--- src/rtl/fifo_write_control.sv ---
// fifo_write_control: write-side pointer, Gray sync and full/level flags for a 128-entry async FIFO
module fifo_write_control #(
  parameter int ALMOST_FULL_THRESHOLD = 120
) (
  input  logic       clock_write,
  input  logic       reset_write,
  input  logic       write_request,
  input  logic [7:0] read_pointer_gray,
  output logic       write_enable,
  output logic [6:0] write_address,
  output logic [7:0] write_pointer_gray,
  output logic       full,
  output logic       almost_full,
  output logic [7:0] write_level,
  output logic       overflow_error
);
  localparam logic [7:0] af_level = 8'(ALMOST_FULL_THRESHOLD);
  logic [7:0] bin_ptr, next_bin, next_gray, sync1, sync2, read_bin, next_level;
  assign write_enable = write_request & ~full;
  assign write_address = bin_ptr[6:0];
  always_comb begin
    next_bin = bin_ptr + {7'd0, write_enable};
    next_gray = (next_bin >> 1) ^ next_bin;
    for (int i = 0; i < 8; i++) read_bin[i] = ^(sync2 >> i);
    next_level = next_bin - read_bin;
  end
  always_ff @(posedge clock_write) begin
    if (reset_write) begin
      bin_ptr <= '0;
      write_pointer_gray <= '0;
      sync1 <= '0;
      sync2 <= '0;
      full <= 1'b0;
      almost_full <= 1'b0;
      write_level <= '0;
      overflow_error <= 1'b0;
    end else begin
      bin_ptr <= next_bin;
      write_pointer_gray <= next_gray;
      sync1 <= read_pointer_gray;
      sync2 <= sync1;
      full <= next_gray == {~sync2[7:6], sync2[5:0]};
      almost_full <= next_level >= af_level;
      write_level <= next_level;
      overflow_error <= overflow_error | (write_request & full);
    end
  end
endmodule

--- config.mk ---
export PLATFORM = sky130hd
export DESIGN_NAME = fifo_write_control
export DESIGN_NICKNAME = d
export VERILOG_FILES = /design/src/rtl/fifo_write_control.sv
export SDC_FILE = /design/constraint.sdc
export NUM_CORES = 1
export LEC_CHECK = 0
export CAP_MARGIN = 20
export CORE_ASPECT_RATIO = 0.9
export CORE_MARGIN = 2
export CORE_UTILIZATION = 46
export CTS_CLUSTER_DIAMETER = 30
export DETAILED_ROUTE_END_ITERATION = 10
export GPL_ROUTABILITY_DRIVEN = 0
export PLACE_DENSITY = 0.74
export SLEW_MARGIN = 20
export SYNTH_ARGS = -nofsm -noshare
export SYNTH_HDL_FRONTEND = slang
export SYNTH_SLANG_ARGS = --single-unit
--- constraint.sdc ---
create_clock -name clock_write -period 3.3 [get_ports clock_write]
set_input_delay 0.825 -clock clock_write [delete_from_list [all_inputs] [get_ports clock_write]]
set_output_delay 0.825 -clock clock_write [all_outputs]
set_load 0.05 [all_outputs]
==> Word level (Yosys, flattened, before mapping) <==
Index checks and enable logic that the tools add are counted.
Widths: inputs -> output; s select.
{ "word_totals": {"output_inout_bits": 27, "regBits": 43} }
{ "classes": {"addsub": 2, "n_eq_ne": 1, "n_reduce_logical": 8, "n_bitwise": 6, "order_cmp": 1} }
{ "ops": {"columns": ["operator", "count"], "rows": [
  ["$reduce_xor 8->1", 8],
  ["$add 8x1->8", 1],
  ["$eq 8x8->1", 1],
  ["$ge 8x7->1 const B", 1],
  ["$sub 8x8->8", 1],
  ["$xor 7x8->8", 1],
  ["$and 1x1->1", 2],
  ["$not 2->2", 1],
  ["$not 1->1", 1],
  ["$or 1x1->1", 1]
]} }

==> Depth between registers and ports, before layout <==
{ "depth": {"depth_word": 5, "ltp_mapped": 13, "depth_no_buf": 12} }

==> Least setup slack after synthesis <==
No wires, ideal clock.
{ "synth_path": {"kind": "input port to flip-flop", "from": "input write_request", "to": "register almost_full", "arrival_time_ns": 4.039, "setup_time_ns": 0.088, "stages": 11, "n_path_buf": 1, "setup_slack_ns": -0.827, "cell_sequence": "nor2b_1 ha_1 nand3_1 xnor2_1 inv_1 ha_1 clkbuf_1 or4b_2 o211ai_1 a311oi_1 o32ai_2"} }
{ "synth_between": {"elab_chain_len": 4} }
{ "synth_lines": {"columns": ["element", "line", "text"], "rows": [
  ["from (decl)", "7", "input logic write_request,"],
  ["$and 1x1->1", "19", "assign write_enable = write_request & ~full;"],
  ["$add 8x1->8", "22", "next_bin = bin_ptr + {7'd0, write_enable};"],
  ["named net next_bin[6]", "18", "logic [7:0] bin_ptr, next_bin, next_gray, sync1, sync2, read_bin, next_level;"],
  ["$sub 8x8->8", "25", "next_level = next_bin - read_bin;"],
  ["$ge 8x7->1", "43", "almost_full <= next_level >= af_level;"],
  ["to (signal assigned)", "43", null],
  ["to (decl)", "13", "output logic almost_full,"]
]} }
The timed path passes the listed nets, and every way through them passes these cells.
A chain may end at the register's enable or synchronous reset.

==> Final worst setup path <==
{ "layout_path": {"from": "register sync2[7]", "to": "register almost_full"} }
{ "layout_between": {"elab_chain_len": 3, "elab_cells_between_ends": 10} }
{ "layout_lines": {"columns": ["element", "line", "text"], "rows": [
  ["from (decl)", "18", null],
  ["from (signal assigned)", "41", "sync2 <= sync1;"],
  ["$reduce_xor 8->1", "24", "for (int i = 0; i < 8; i++) read_bin[i] = ^(sync2 >> i);"],
  ["$sub 8x8->8 *", "25", null],
  ["$ge 8x7->1 *", "43", null]
]} }
Mark *: on every way between the ends. The rest lies on a longest branch, timed or not.

==> reports/results.txt <==
Status = complete, no violations
Nets = 300
Clk buf depth = 2
Antenna violations before repair = 0
H-tree levels = 2
Die W = 73.1 um
Reg2reg end = almost_full$_SDFF_PP0_
Power share of the sequential group = 0.392
Syn Std Cell Area = 1980 sq um
Clk slew on worst S/H paths = 0.08 ns
Seq/Total Area, Yosys = 0.426
Worst slack, placed = -0.289 ns
WL/cell = 13.3 um
Clock root cell = clkbuf_8
I/O Pins = 38
Final worst slack = 0.160 ns
Die height = 66.2 um
Crit path time final = 3.14 ns
Yosys warning count = 0
Tcrit/Tclk final = 0.952
Cell depth of the worst flop-to-flop path = 11
Pwr Density = 493 nW/um^2
Port buffer count = 37
Starting Density = 0.482
Setup Skew = 0.00697 ns
Worst hold path type = reg2reg
Hold Fails Final Rpt = 0
DRT Pass-1 Iters = 4
Max Freq = 318 MHz
CTS tree = yes
DR iter-0 viols = 67
Row cnt = 22
Avg Cell Area, Syn = 9.73 sq um
DRC Markers = 0
Core area = 4100 sq um
WP data arrival = 3.36 ns
Commonest non-fill, non-tap cell in the layout = dfxtp_1
Final setup violation count = 0
Fin util = 0.713
Share of layout cells above drive strength 1 = 0.282
P_int = 0.958 mW
Post-synth EDFFs = 0
Vias in the first global route = 1,530
Num CTS Buffers = 5
Sw frac = 0.335
Post-route ant nets = 0
Hold Buf Count CTS = 0
VDD IR max = 0.000294 V
Worst hold slack = 0.436 ns
Flop2flop setup slack = 0.16 ns
Hold Path Origin = sync1[4]$_SDFF_PP0_
Syn Nets = 223
Area growth from synthesis to layout = 47.9%
Clock latency on the worst-skew pair = 0.30 ns
Most frequent cells in the layout = dfxtp_1 (42), buf_4 (40), clkdlybuf4s50_1 (35)
Total GRT Usage = 0.193
Vias = 1,605
Largest net degree at the start of global routing = 28
Comb pwr share = 0.391
Critical R2R Launch = sync2[7]$_SDFF_PP0_
Global-route wire length before repair = 6.89 mm
DIE AREA = 4840 sq um
Asr flop ratio synth = 0
Hold Path End = sync2[4]$_SDFF_PP0_
Worst Tran Pin Value = 0.507 ns
Critical path startpoint category = flop
Final wirelength = 4.35 mm
Synthesized instance count = 203
Seq cells post-synth = 42
Max-cap viol count = 0
Layout fillers = 311
Gr ovfl total = 0
Clock network power share = 0.217
WP data required = 3.52 ns
Setup crit end kind = flop
HPWL Detailed = 3.21 mm
Switching power = 0.482 mW
Main synth FF type = dfxtp_1
Hold Path Stages = 1
Clk sinks = 42
CP max FO = 3
Critical path type = reg2reg
Library cells used by synthesis = 37
ANT cells = 0
Slew HR = 0.661
Slew Viols, Final = 0
Leakage power = 1.23 nW
Post-DR vias/cell = 4.89
state kept, by name, summed over array words and instances, names as in the netlist:
signal	cells
sync1	8
write_level	8
bin_ptr	7
full	1
overflow_error	1
write_pointer_gray	8
almost_full	1
sync2	8
metrics by stage:
step                      cells  area (sq um)   TNS, ns  power, mW
final                       328          2920         0       1.44
after global routing        328          2920  -0.00567       1.51
after global placement      319          2750    -0.731       1.09
after CTS                   326          2830         0       1.41
after detailed placement    319          2750     -1.05       1.10
after floorplan             203          2070         0      0.911
worst max path at each step:
stage | cells past startpoint | to | startpoint | slack [ns]
6_report | 11 | almost_full$_SDFF_PP0_ | sync2[7]$_SDFF_PP0_ | 0.16
3_5_place_dp | 12 | almost_full$_SDFF_PP0_ | write_request | -0.29
2_1_floorplan | 11 | almost_full$_SDFF_PP0_ | write_request | 0.007
5_1_grt | 11 | almost_full$_SDFF_PP0_ | sync2[7]$_SDFF_PP0_ | -0.006
3_3_place_gp | 12 | almost_full$_SDFF_PP0_ | write_request | -0.21
4_1_cts | 12 | almost_full$_SDFF_PP0_ | write_request | 0.01
cell families after synthesis:
family,count (synthesis),synth area share
AO/OA/AOI/OAI,20,0.0785
XOR/XNOR,36,0.187
adder cells (fa/ha/maj),11,0.0716
buffers and inverters,18,0.0342
flip-flops,42,0.426
multiplexers,2,0.0101
AND/OR/NAND/NOR,74,0.193
Yosys cell counts, types with 3 or more instances:
master,n,share of area
dfxtp_1,42,0.43
nor2_1,27,0.051
xnor2_1,21,0.093
nor2b_1,20,0.063
inv_1,12,0.023
nand2_1,12,0.023
xor2_1,11,0.049
a21oi_1,8,0.020
ha_1,8,0.051
clkbuf_1,6,0.011
nand3_1,4,0.010
a21o_1,3,0.011
power by group through the flow:
stage,sequential [mW],clock (mW),combinational [mW]
floorplan,0.697,0,0.215
global placement,0.576,0,0.517
detailed placement,0.577,0,0.523
CTS,0.565,0.315,0.527
global route,0.569,0.336,0.602
finish,0.565,0.312,0.563
worst max-delay path, cell delays in order (launching register included):
cell      delay (ns)
dfxtp_1         0.33
xor3_2          0.50
xnor3_2         0.41
xnor2_1         0.20
ha_1            0.17
inv_1           0.06
fa_2            0.35
maj3_2          0.34
a21oi_4         0.20
buf_4           0.14
a311oi_2        0.10
o32ai_2         0.27
routing by layer:
layer | track usage | up-vias | part of all wire
li1 | - | 813 | -
met1 | 0.250 | 745 | 0.46
met2 | 0.310 | 40 | 0.48
met3 | 0.0412 | 7 | 0.041
met4 | 0.0833 | 0 | 0.017
met5 | 0 | - | 0
final cells by class:
class / count / area (sq um) / share of cell area
multi-input combinational: 143 / 1240 / 0.423
sequential: 42 / 841 / 0.288
timing repair buffer: 76 / 663 / 0.227
clock buffer: 7 / 76.3 / 0.0261
tap: 48 / 60.1 / 0.0205
inverter: 12 / 45.0 / 0.0154
what timing repair did:
action / CTS / global route
setup endpoints to repair: 1 / 4
resized for setup: 1 / 15
buffers inserted: 0 / 2
endpoints found under the hold margin: 0 / 0
pin swaps: 0 / 13
cloned: 0 / 0
No activity file was read; power rests on OpenSTA's default activity.
